<file path="config.mk">
export PLATFORM = sky130hd
export DESIGN_NAME = alu_exec_flat
export DESIGN_NICKNAME = d
export VERILOG_FILES = /design/src/rtl/alu_exec_if.sv /design/src/rtl/alu_exec.sv /design/src/flat_wrapper.sv
export SDC_FILE = /design/constraint.sdc
export NUM_CORES = 1
export LEC_CHECK = 0
export CAP_MARGIN = 40
export CORE_ASPECT_RATIO = 0.75
export CORE_MARGIN = 10
export CORE_UTILIZATION = 50
export DETAILED_ROUTE_END_ITERATION = 10
export PLACE_DENSITY_LB_ADDON = 0.15
export SYNTH_ARGS = -nofsm -noshare
export SYNTH_HDL_FRONTEND = slang
export SYNTH_SLANG_ARGS = --single-unit
</file>
<file path="constraint.sdc">
create_clock -name clk -period 4.5 [get_ports clk]
set_clock_uncertainty 0.2 [all_clocks]
set_input_delay 0.675 -clock clk [delete_from_list [all_inputs] [get_ports clk]]
set_output_delay 0.675 -clock clk [all_outputs]
set_load 0.01 [all_outputs]
</file>
<file path="src/rtl/alu_exec_if.sv">
// Valid/ready request and result channel of the EX-stage execute unit.
interface alu_exec_if #(
  parameter int unsigned WIDTH = 32
) ();
  logic             in_valid;
  logic             in_ready;
  logic [3:0]       alu_control;
  logic [WIDTH-1:0] op_a;
  logic [WIDTH-1:0] op_b;
  logic             out_valid;
  logic             out_ready;
  logic [WIDTH-1:0] result;
  logic             zero;
  logic             illegal;

  modport master (
    output in_valid, alu_control, op_a, op_b, out_ready,
    input  in_ready, out_valid, result, zero, illegal
  );

  modport slave (
    input  in_valid, alu_control, op_a, op_b, out_ready,
    output in_ready, out_valid, result, zero, illegal
  );
endinterface

</file>
<file path="src/rtl/alu_exec.sv">
// Execute unit: single-cycle logic/arith ops plus an iterative shift-add MUL,
// returning a registered result with zero/illegal flags over valid/ready.
module alu_exec #(
  parameter int unsigned WIDTH = 32
) (
  input  logic      clk,
  input  logic      reset,
  alu_exec_if.slave bus
);
  localparam int unsigned CW = $clog2(WIDTH + 1);

  typedef enum logic {
    S_IDLE,
    S_MUL
  } state_e;

  typedef enum logic [3:0] {
    OP_OR  = 4'b0000,
    OP_AND = 4'b0001,
    OP_ADD = 4'b0010,
    OP_XOR = 4'b0100,
    OP_SUB = 4'b0110,
    OP_SLT = 4'b0111,
    OP_MUL = 4'b1000
  } op_e;

  state_e           state_q, state_d;
  logic [WIDTH-1:0] mcand_q, mcand_d;
  logic [WIDTH-1:0] mplier_q, mplier_d;
  logic [WIDTH-1:0] acc_q, acc_d;
  logic [CW-1:0]    cnt_q, cnt_d;
  logic             out_valid_q, out_valid_d;
  logic [WIDTH-1:0] result_q, result_d;
  logic             zero_q, zero_d;
  logic             illegal_q, illegal_d;

  logic             in_ready;
  logic             accept;
  logic [WIDTH-1:0] single_res;
  logic             single_ill;
  logic [WIDTH-1:0] mul_sum;

  assign in_ready = (state_q == S_IDLE) && (!out_valid_q || bus.out_ready);
  assign accept   = bus.in_valid && in_ready;
  assign mul_sum  = acc_q + (mplier_q[0] ? mcand_q : '0);

  always_comb begin
    single_res = '0;
    single_ill = 1'b0;
    case (bus.alu_control)
      OP_OR:   single_res = bus.op_a | bus.op_b;
      OP_AND:  single_res = bus.op_a & bus.op_b;
      OP_ADD:  single_res = bus.op_a + bus.op_b;
      OP_XOR:  single_res = bus.op_a ^ bus.op_b;
      OP_SUB:  single_res = bus.op_a - bus.op_b;
      OP_SLT:  single_res = {{(WIDTH-1){1'b0}}, ($signed(bus.op_a) < $signed(bus.op_b))};
      default: single_ill = 1'b1;
    endcase
  end

  always_comb begin
    state_d     = state_q;
    mcand_d     = mcand_q;
    mplier_d    = mplier_q;
    acc_d       = acc_q;
    cnt_d       = cnt_q;
    out_valid_d = out_valid_q;
    result_d    = result_q;
    zero_d      = zero_q;
    illegal_d   = illegal_q;

    // Drain first; a result written on the same edge overrides it below.
    if (out_valid_q && bus.out_ready) out_valid_d = 1'b0;

    case (state_q)
      S_IDLE: begin
        if (accept) begin
          if (bus.alu_control == OP_MUL) begin
            state_d  = S_MUL;
            mcand_d  = bus.op_a;
            mplier_d = bus.op_b;
            acc_d    = '0;
            cnt_d    = CW'(WIDTH);
          end else begin
            result_d    = single_res;
            zero_d      = (single_res == '0);
            illegal_d   = single_ill;
            out_valid_d = 1'b1;
          end
        end
      end
      S_MUL: begin
        acc_d    = mul_sum;
        mcand_d  = mcand_q << 1;
        mplier_d = mplier_q >> 1;
        cnt_d    = cnt_q - CW'(1);
        if (cnt_q == CW'(1)) begin
          state_d     = S_IDLE;
          result_d    = mul_sum;
          zero_d      = (mul_sum == '0);
          illegal_d   = 1'b0;
          out_valid_d = 1'b1;
        end
      end
      default: state_d = S_IDLE;
    endcase
  end

  always_ff @(posedge clk or posedge reset) begin
    if (reset) begin
      state_q     <= S_IDLE;
      mcand_q     <= '0;
      mplier_q    <= '0;
      acc_q       <= '0;
      cnt_q       <= '0;
      out_valid_q <= 1'b0;
      result_q    <= '0;
      zero_q      <= 1'b0;
      illegal_q   <= 1'b0;
    end else begin
      state_q     <= state_d;
      mcand_q     <= mcand_d;
      mplier_q    <= mplier_d;
      acc_q       <= acc_d;
      cnt_q       <= cnt_d;
      out_valid_q <= out_valid_d;
      result_q    <= result_d;
      zero_q      <= zero_d;
      illegal_q   <= illegal_d;
    end
  end

  assign bus.in_ready  = in_ready;
  assign bus.out_valid = out_valid_q;
  assign bus.result    = result_q;
  assign bus.zero      = zero_q;
  assign bus.illegal   = illegal_q;
endmodule
</file>
<file path="src/flat_wrapper.sv">
// flat-port wrapper written by rule: the top's interface ports become plain ports
module alu_exec_flat 
#(
  parameter int unsigned WIDTH = 32
)
  (clk, reset, bus_in_valid, bus_alu_control, bus_op_a, bus_op_b, bus_out_ready, bus_in_ready, bus_out_valid, bus_result, bus_zero, bus_illegal);
  alu_exec_if #(.WIDTH(WIDTH)) bus_i ();
  input  logic clk;
  input  logic reset;
  input wire logic [$bits(bus_i.in_valid)-1:0] bus_in_valid;
  input wire logic [$bits(bus_i.alu_control)-1:0] bus_alu_control;
  input wire logic [$bits(bus_i.op_a)-1:0] bus_op_a;
  input wire logic [$bits(bus_i.op_b)-1:0] bus_op_b;
  input wire logic [$bits(bus_i.out_ready)-1:0] bus_out_ready;
  output wire logic [$bits(bus_i.in_ready)-1:0] bus_in_ready;
  output wire logic [$bits(bus_i.out_valid)-1:0] bus_out_valid;
  output wire logic [$bits(bus_i.result)-1:0] bus_result;
  output wire logic [$bits(bus_i.zero)-1:0] bus_zero;
  output wire logic [$bits(bus_i.illegal)-1:0] bus_illegal;
  assign bus_i.in_valid = bus_in_valid;
  assign bus_i.alu_control = bus_alu_control;
  assign bus_i.op_a = bus_op_a;
  assign bus_i.op_b = bus_op_b;
  assign bus_i.out_ready = bus_out_ready;
  assign bus_in_ready = bus_i.in_ready;
  assign bus_out_valid = bus_i.out_valid;
  assign bus_result = bus_i.result;
  assign bus_zero = bus_i.zero;
  assign bus_illegal = bus_i.illegal;
  alu_exec #(.WIDTH(WIDTH)) u_core (.clk(clk), .reset(reset), .bus(bus_i));
endmodule
</file>
==> Word level (Yosys, flattened, before mapping) <==
Cells that the tools add are included.
Widths: inputs -> output; s select.
{ "word_totals": {"regBits": 138, "inputBits": 72, "wordCells": 76, "output_inout_bits": 36} }
{ "op_classes": {"order_cmp": 1, "add_sub_neg": 4, "mux": 36, "reduce_logical": 11, "bitwise": 4, "eq_ne": 11} }
{ "op_table": {"columns": ["op", "count"], "rows": [
  ["$mux 32", 10],
  ["$pmux 32 s2", 4],
  ["$pmux 32 s6", 1],
  ["$add 32x32->32", 2],
  ["$logic_not 32->1", 2],
  ["$and 32x32->32", 1],
  ["$lt 32x32->1", 1],
  ["$or 32x32->32", 1],
  ["$sub 32x32->32", 1],
  ["$xor 32x32->32", 1],
  ["$mux 1", 14],
  ["$eq 4x3->1 const B", 3],
  ["$mux 6", 2],
  ["$pmux 6 s2", 1],
  ["$pmux 1 s2", 4],
  ["$eq 6x1->1 const B", 1],
  ["$ne 2x2->1 const B", 3],
  ["$reduce_or 6->1", 1],
  ["$sub 6x1->6 const B", 1],
  ["$eq 4x1->1 const B", 1],
  ["$eq 4x2->1 const B", 1],
  ["$eq 4x4->1 const B", 1],
  ["$logic_not 4->1", 1],
  ["$logic_and 1x1->1", 3],
  ["other kinds (6)", 6]
]} }

==> Depth between registers and ports, before layout <==
Gate-level depths: netlist of the first run.
{ "logic_depth": {"ltp_word": 6, "depth_mapped": 15} }

==> Worst setup path before layout of the first run <==
Ideal clock, no wire load.
{ "synth_timing": {"path_kind": "input to register", "startpoint": "in bus_op_b[0]", "endpoint": "reg u_core.zero_q, in the netlist u_core.bus.zero", "arrival_ns": 3.562, "path_stages": 14, "required_ns": 4.208, "slack_ns": 0.646, "cell_sequence": "ha_1 -> inv_1 -> fa_1 -> and2b_1 -> o2111ai_2 -> a211oi_4 -> nor3_4 -> o41ai_4 -> a2111oi_1 -> or3_1 -> a21oi_2 -> and3_1 -> nand4_1 -> o31ai_2"} }
{ "synth_via": {"elab_chain_len": 6, "elab_cells_between_ends": 11, "cone_classes": "2 x add/sub; 1 x order compare; 4 x mux; 3 x bitwise; 1 x reduce/logical"} }
{ "synth_lines": {"columns": ["item", "line_no", "rtl"], "rows": [
  ["start, declared", "flat_wrapper.sv:13", "input wire logic [$bits(bus_i.op_b)-1:0] bus_op_b;"],
  ["$sub 32x32->32 (tied with other cells)", "alu_exec.sv:55", "OP_SUB: single_res = bus.op_a - bus.op_b;"],
  ["$pmux 32 s6 (*)", "alu_exec.sv:50", "case (bus.alu_control)"],
  ["$logic_not 32->1 (*)", "alu_exec.sv:86", "zero_d = (single_res == '0);"],
  ["$mux 1 (*)", "alu_exec.sv:78", "if (bus.alu_control == OP_MUL) begin"],
  ["$mux 1 (*)", "alu_exec.sv:77", "if (accept) begin"],
  ["$pmux 1 s2 (*)", "alu_exec.sv:75", "case (state_q)"],
  ["end signal, assigned", "alu_exec.sv:128", "zero_q <= zero_d;"],
  ["end, declared", "alu_exec.sv:34", "logic zero_q, zero_d;"]
]} }
Mark *: on every way between the ends. The rest lies on a longest branch, timed or not. The select of a mux whose other input is x is not followed.
A chain may end at the register's enable or synchronous reset.

==> Final worst setup path of the first run <==
{ "layout_timing": {"startpoint": "reg u_core.mcand_q[0]", "endpoint": "reg u_core.zero_q, in the netlist u_core.bus.zero"} }
{ "layout_via": {"elab_chain_len": 5} }
{ "layout_lines": {"columns": ["item", "line_no", "rtl"], "rows": [
  ["start, declared", "alu_exec.sv:28", "logic [WIDTH-1:0] mcand_q, mcand_d;"],
  ["start signal, assigned", "alu_exec.sv:122", "mcand_q <= mcand_d;"],
  ["$mux 32", "alu_exec.sv:45", "assign mul_sum = acc_q + (mplier_q[0] ? mcand_q : '0);"],
  ["$add 32x32->32", "alu_exec.sv:45", null],
  ["$logic_not 32->1", "alu_exec.sv:100", "zero_d = (mul_sum == '0);"],
  ["$mux 1", "alu_exec.sv:97", "if (cnt_q == CW'(1)) begin"],
  ["$pmux 1 s2", "alu_exec.sv:75", null]
]} }
Every way passes these cells. The select of a mux whose other input is x is not followed.

==> out/results.tsv, run 1 <==
stage	metric	value	unit
die	std cell rows	52	
hold_path	min-delay src	u_core.bus.result[22]	
hold_path	Hold Path Class	reg2reg	
clocking	CTS tree	built	
run_status	run status	complete, no violations	
finish	Area Overhead vs Synth	27.7	%
critical_path	Critical path origin	u_core.mcand_q[0]	
drt	vias	15100	
critical_path	worst path cell trace	and2_1 -> ha_1 -> fa_1 -> a21o_1 -> a311o_1 -> a211oi_4 -> a311oi_2 -> a21oi_2 -> nor4_1 -> a311o_1 -> nor4bb_2 -> nand4b_1 -> a21boi_1 -> o31ai_2	
drt	DRC Markers	0	
timing	final worst path period share	0.981	
logic_synthesis	sequential share of the synthesized area	0.253	
die	Die X	211	um
logic_synthesis	Seq cells post-synth	138	
timing	crit path time final	4.42	ns
logic_synthesis	Netlist cell types	96	
finish	Layout Cells excl Fill	2430	
global_routing	number of global-route vias before repair	14400	
logic_synthesis	Post-Syn Area	13700	sq um
critical_path	Critical Path Source Type	register	
logic_synthesis	syn nets	2006	
power	Power Density	426	nW/um^2
critical_path	Worst EP required	4.64	ns
logic_synthesis	area leader, netlist	dfrtp_1	
power	leakage power	8.25	nW
clocking	Clock Tree Root	clkbuf_16	
drt	drt first pass iters	7	
global_routing	largest net degree at the start of global routing	69	
logic_synthesis	Yosys warnings	0	
drt	final wirelength	53300	um
logic_synthesis	Synth Instances	1799	
job	# Max-Cap Violations	0	
timing	final setup vio count	0	
global_routing	first-pass GRT wire length	82000	um
placement	cell count after placement	2395	
logic_synthesis	Syn Area/Cell	7.59	sq um
logic_synthesis	Post-synth EDFFs	0	
critical_path	Critical Path AT	4.56	ns
timing	Worst-Margin Slew	0.818	ns
die	Core Box Area	26900	sq um
critical_path	most used cell, CP	a311o_1	
global_routing	grt total ovfl	0	
die	I/O pin total	108	
power	peak supply drop	0.250	mV
logic_synthesis	top cells by area, synth	dfrtp_1 (25%), ha_1 (12%), nand2_1 (6.6%)	
critical_path	crit-path max FO	5	
drt	wire per inst	22.0	um
timing	Peak Freq	227	MHz
clocking	clk_lat worst skew	0.44	ns
timing	Worst slew margin	0.455	
placement	gpl congestion	1.00	
die	die area	34400	sq um
drt	iteration-0 DRC count of the detailed router	1529	
clocking	Max Buffers Root-to-Sink	2	
clocking	clock slew at reported path FFs	0.07	ns
timing	Slew Viols, Final	0	
timing	final hold viol count	0	
placement	Placed Area	16700	sq um
critical_path	Setup crit end kind	register	
clocking	H-tree depth	4	
clocking	clock sink count	138	
die	starting density of the core	0.507	
die	Die Ht	163	um
drt	Via density	6.20	
placement	dpl hpwl	41300	um
global_routing	antenna violations before repair	1	
critical_path	critical path class	reg2reg	
logic_synthesis	Synth top area share	0.253	
logic_synthesis	Main synth FF type	dfrtp_1	
critical_path	slowest stage delay, CP	0.43	ns
critical_path	worst-path cell with the longest stage delay	fa_1	
logic_synthesis	Async SR Flop Fraction	1.00	
drt	Routed Antenna Nets	0	
finish	share of layout cells above drive strength 1	0.172	
critical_path	critical register-to-register path startpoint	u_core.mcand_q[0]	
clocking	CTS Buf Count	17	
finish	# nets final	2272	
finish	Design Area, Final	17400	sq um
global_routing	Total GRT Usage	0.301	
placement	input/output buffers	107	
## final cells by class
| cell class | instances | area, sq um |
|---|---|---|
| Antenna cell | 1 | 2.50 |
| Clock buffer | 19 | 443 |
| Clock inverter | 13 | 134 |
| Fill cell | 2397 | 9490 |
| Inverter | 114 | 432 |
| Multi-Input combinational cell | 1438 | 9490 |
| Sequential cell | 138 | 3460 |
| Tap cell | 351 | 439 |
| Timing Repair Buffer | 356 | 3050 |
## timing repair
| action | CTS | global route |
|---|---|---|
| hold buffers | 0 | 0 |
| setup endpoints to repair | 0 | 3 |
| resized for setup | 0 | 28 |
| buffers inserted | 0 | 3 |
## power by group
| part | switching [W] | internal, W | leakage, nW |
|---|---|---|---|
| logic | 0.00224 | 0.00162 | 6.25 |
| clock network | 0.000651 | 0.000791 | 0.274 |
| registers | 0.000347 | 0.00177 | 1.73 |
## synth_stat cells (6+ instances only)
library cell,n
buf_4,7
a2111oi_0,13
a22o_1,7
o21ai_0,97
a311oi_1,7
xor2_1,10
buf_1,10
o31ai_1,21
ha_1,132
or3_1,12
a211oi_1,32
a21oi_1,133
and3_1,13
o22ai_1,25
a21o_1,30
and2_1,41
nor3b_1,6
o21bai_1,8
mux2_2,8
a22oi_1,48
nor3_1,34
buf_2,16
nor4_1,11
nand2_1,239
a211o_1,10
or2_2,9
o31a_1,9
nor2b_1,20
nor2_1,178
a31oi_1,20
o21ai_1,9
inv_1,112
o211ai_1,20
clkbuf_1,76
xnor2_1,26
dfrtp_1,138
nand4_1,15
nand2b_1,11
nand3_1,42
o21a_1,16
mux2i_1,13
## layer usage
layer	vias up	GRT usage	wire length, um
met5	-	0	0
met3	103	0.0557	3940
met2	650	0.484	24400
met4	0	0.104	1600
met1	7283	0.398	23400
li1	7018	-	-
## worst max-delay path: cells and delay by family, from the launching register on
kind	cells	cell delay, ns
fa+ha+maj	2	0.64
flops	1	0.39
simple gates	4	0.87
compound gates	8	2.20
## stage by stage
stage | util | setup TNS, ns | setup slack, ns | hold WS, ns | power, W
CTS | 0.642 | 0 | 0.0975 | 0.281 | 0.00735
finish | 0.648 | 0 | 0.0850 | 0.279 | 0.00742
global route | 0.648 | -0.0370 | -0.0370 | 0.293 | 0.00788
floorplan | - | 0 | 0.646 | 0.246 | 0.00435
detailed placement | 0.620 | -1.44 | -0.328 | 0.266 | 0.00589
global placement | 0.620 | -0.750 | -0.227 | 0.259 | 0.00578
## sequential cells by signal (all words and copies together) (netlist names)
| name | flops |
|---|---|
| u_core.acc_q | 32 |
| u_core.bus.result | 32 |
| u_core.mcand_q | 32 |
| u_core.mplier_q | 32 |
| u_core.cnt_q | 6 |
| u_core.bus.illegal | 1 |
| u_core.bus.out_valid | 1 |
| u_core.bus.zero | 1 |
| u_core.state_q | 1 |
## placed cells by master, fill, tap and decap left out, types with 10 or more instances in the layout
master and instances:
nand3_1 42, inv_1 109, nor3_1 34, mux2i_1 13
clkbuf_16 17, nand2b_1 11, nor2b_1 19, clkdlybuf4s50_1 105
a21oi_1 132, nand4_1 15, ha_1 130, xnor2_1 26
a21o_1 30, buf_4 241, nor2_1 176, xor2_1 10
or3_1 12, o22ai_1 25, nand2_1 239, o21ai_0 96
a31oi_1 19, o31ai_1 21, a211oi_1 29, a2111oi_0 11
o21a_1 16, a22oi_1 48, and3_1 12, o211ai_1 20
and2_1 41, dfrtp_1 137
## final timing paths
| check | cells after the start | slack, ns | end |
|---|---|---|---|
| min in group asynchronous | 2 | 0.47 | u_core.mcand_q[31] |
| max in group asynchronous | 3 | 2.92 | u_core.bus.result[29] |
| setup / recovery | 14 | 0.09 | u_core.bus.zero |
| setup reg to reg | 14 | 0.09 | u_core.bus.zero |
| hold reg to reg | 1 | 0.28 | u_core.bus.result[22] |
| hold / removal | 1 | 0.28 | u_core.bus.result[22] |
## logic make-up after synthesis
group,synth area share
muxes,0.0161
adders and majority gates,0.125
AOI/OAI and AO/OA,0.291
xor gates and xnor gates,0.0231
DFF,0.253
and+or+nand+nor,0.227
buffers and inverters,0.0647
Note: power is estimated with default switching activity, not from simulation.
==> run 2: changes to the inputs <==
CORE_MARGIN = 2   (was 10)
CTS_CLUSTER_SIZE = 30   (was default)
==> run 2 against run 1 <==
Utilization grew 0.59 points. Routed wire length shrank 2.8%. Sequential share of layout area shrank 0.18 points. Power shrank 0.48%. Worst hold slack lost 0.016 ns. Cell count grew 1.4%. Die area shrank 17%. Final area grew 0.92%. Maximum frequency grew 2.3%.
==> out/results.tsv, run 2 (same netlist as run 1, synthesis figures left out) <==
stage	metric	value	unit	change
run_status	run status	complete, no violations		
power	Power Density	420	nW/um^2	-1.4%
clocking	Max Buffers Root-to-Sink	2		unchanged
finish	Area Overhead vs Synth	28.8	%	
die	Core Box Area	26900	sq um	unchanged
finish	# nets final	2306		+1.5%
power	P_int	0.00417	W	-0.40%
global_routing	Total GRT Usage	0.359		+0.0584
clocking	Clock Tree Root	clkbuf_16		
drt	Via density	6.16		-0.58%
power	sequential share of power	0.286		about the same
timing	final worst path period share	0.959		-0.0223
global_routing	grt total ovfl	0		unchanged
clocking	clk_lat worst skew	0.45	ns	about the same
drt	DRC Markers	0		unchanged
clocking	CTS Buf Count	17		unchanged
critical_path	CP top delay family	compound AO/OA/AOI/OAI gates		
timing	Peak Freq	232	MHz	+2.3%
drt	vias	15200		+0.77%
hold_path	Hold Path Class	reg2reg		
die	Die Ht	147	um	-9.8%
finish	area taken by multi-input logic gates	9460	sq um	-0.30%
power	Switch Pwr	0.00322	W	-0.58%
critical_path	slowest stage delay, CP	0.51	ns	+0.08 ns
finish	Register Area	3460	sq um	unchanged
finish	Layout Cells excl Fill	2463		+1.4%
die	die area	28700	sq um	-17%
power	Comb pwr share	0.519		-0.002
die	std cell rows	52		unchanged
global_routing	antenna violations before repair	0		-1
timing	final hold viol count	0		unchanged
timing	Worst-Margin Slew	0.750	ns	-0.0678 ns
drt	final wirelength	51800	um	-2.8%
critical_path	critical path class	in2reg		
die	I/O pin total	108		unchanged
drt	drt first pass iters	6		-1
global_routing	number of global-route vias before repair	14300		-0.78%
clocking	CTS tree	built		
power	peak supply drop	0.280	mV	+12%
job	# Max-Cap Violations	0		unchanged
finish	Design Area, Final	17600	sq um	+0.92%
global_routing	first-pass GRT wire length	80500	um	-1.9%
critical_path	worst-path cell with the longest stage delay	clkdlybuf4s50_1		
critical_path	Critical Path Source Type	input pin		
placement	Placed Area	16900	sq um	+1.2%
critical_path	Bufs and invs on worst path	4		+4
global_routing	largest net degree at the start of global routing	77		+12%
power	Clock power frac	0.195		about the same
placement	input/output buffers	107		unchanged
drt	wire per inst	21.0	um	-4.1%
timing	crit path time final	4.31	ns	-0.100 ns
timing	Worst slew margin	0.497		+0.0418
timing	final setup vio count	0		unchanged
die	Die X	195	um	-7.6%
critical_path	crit-path max FO	10		+5
timing	setup tns final	0	ns	unchanged
critical_path	Setup crit end kind	register		
power	leakage power	8.41	nW	+2.0%
critical_path	worst path cell trace	clkdlybuf4s50_1 -> inv_1 -> ha_1 -> buf_4 -> nor2b_1 -> o21ai_0 -> a31oi_1 -> a211oi_1 -> buf_4 -> a21oi_1 -> a311oi_1 -> o21a_1 -> mux2i_1 -> a21oi_1 -> mux2_2 -> o21ai_1		
timing	Slew Viols, Final	0		unchanged
clocking	clock slew at reported path FFs	0.06	ns	about the same
finish	Layout fillers	2407		+0.42%
placement	dpl hpwl	39900	um	-3.3%
finish	commonest non-fill, non-tap cell in the layout	buf_4		
finish	ANT cells	0		-1
power	Sw Share	0.436		-0.000448
critical_path	Critical Path AT	4.44	ns	-0.12 ns
finish	share of layout cells above drive strength 1	0.184		+0.0114
placement	cell count after placement	2430		+1.5%
drt	iteration-0 DRC count of the detailed router	1515		-0.92%
clocking	H-tree depth	4		unchanged
critical_path	register-to-register setup slack	0.21	ns	+0.12 ns
critical_path	Worst EP required	4.62	ns	-0.02 ns
die	starting density of the core	0.507		unchanged
finish	most frequent cells in the layout	buf_4 (280), nand2_1 (239), nor2_1 (177), dfrtp_1 (137), a21oi_1 (133)		
drt	Routed Antenna Nets	0		unchanged
placement	gpl congestion	1.01		+0.86%
power	total power draw	0.00739	W	-0.48%
clocking	clock sink count	138		unchanged
-- run 2: cell count changes in the layout (fill, tap and decap cells not counted), moves of 3 or more --
cell             change
buf_12               -5
buf_4               +39
clkinv_4             -3
dlymetal6s2s_1       +4
clkdlybuf4s50_1      -4
-- run 2: worst paths after layout --
path | startpoint | end | cells past startpoint
min in group asynchronous | reset | u_core.acc_q[28] | 2
max reg2reg | u_core.mcand_q[0] | u_core.bus.zero | 15
max | bus_op_b[10] | u_core.bus.result[29] | 16
max in group asynchronous | reset | u_core.state_q | 3
min | u_core.bus.result[18] | u_core.bus.result[18] | 2
min reg2reg | u_core.bus.result[18] | u_core.bus.result[18] | 2
-- run 2: worst register-to-register path: stages (launching register included) --
cell and delay [ns]:
dfrtp_1 0.39, and2_1 0.16, ha_1 0.21, fa_1 0.45, a21o_1 0.22, a311o_1 0.42, a211oi_4 0.34, buf_4 0.19
o31ai_1 0.09, xnor2_1 0.25, nor3b_1 0.23, nand4_1 0.21, nor4_2 0.40, nand4b_1 0.18, a21boi_1 0.18, o31ai_2 0.07
-- run 2: power by group through the flow --
stage | Combinational [W] | Clock [W] | Sequential [W]
6_report | 0.00383 | 0.00144 | 0.00212
5_1_grt | 0.00419 | 0.00149 | 0.00217
4_1_cts | 0.00376 | 0.00145 | 0.00210
3_5_place_dp | 0.00373 | 0 | 0.00212
3_3_place_gp | 0.00366 | 0 | 0.00210
2_1_floorplan | 0.00225 | 0 | 0.00210
-- run 2: area by class of cell --
| class | count | share of cell area |
|---|---|---|
| inverters | 114 | 0.0245 |
| multi-input cells | 1438 | 0.538 |
| well taps | 351 | 0.0249 |
| clock buffers | 18 | 0.0244 |
| clock inverters | 14 | 0.00775 |
| flip-flops and latches | 138 | 0.196 |
| repair buffers | 390 | 0.185 |
-- run 2: per-layer routing --
layer / vias to the layer above / share of wire / wire, um / GRT usage
met4: 0 / 0.046 / 2400 / 0.161
met2: 758 / 0.42 / 21700 / 0.540
met1: 7197 / 0.45 / 23500 / 0.505
met5: - / 0 / 0 / 0
met3: 138 / 0.081 / 4180 / 0.0624
li1: 7077 / - / - / -
-- run 2: repair_timing --
action | 4_1_cts | 5_1_grt
setup buffers | 0 | 2
endpoints found under the hold margin | 0 | 0
endpoints found under the setup margin | 0 | 3
hold buffers | 0 | 0
gates resized for setup | 0 | 27
-- run 2: stage by stage --
stage	hold slack, ns	utilization	worst slack [ns]
finish	0.263	0.654	0.185
floorplan	0.246	-	0.646
CTS	0.270	0.649	0.0850
detailed placement	0.255	0.628	-0.318
global placement	0.258	0.628	-0.194
global route	0.301	0.654	-0.000464
==> run 3: changes to the inputs <==
CAP_MARGIN = 20   (was 40)
==> results of run 3 <==
No change in the layout: final DEF, timing and power equal those of run 2.
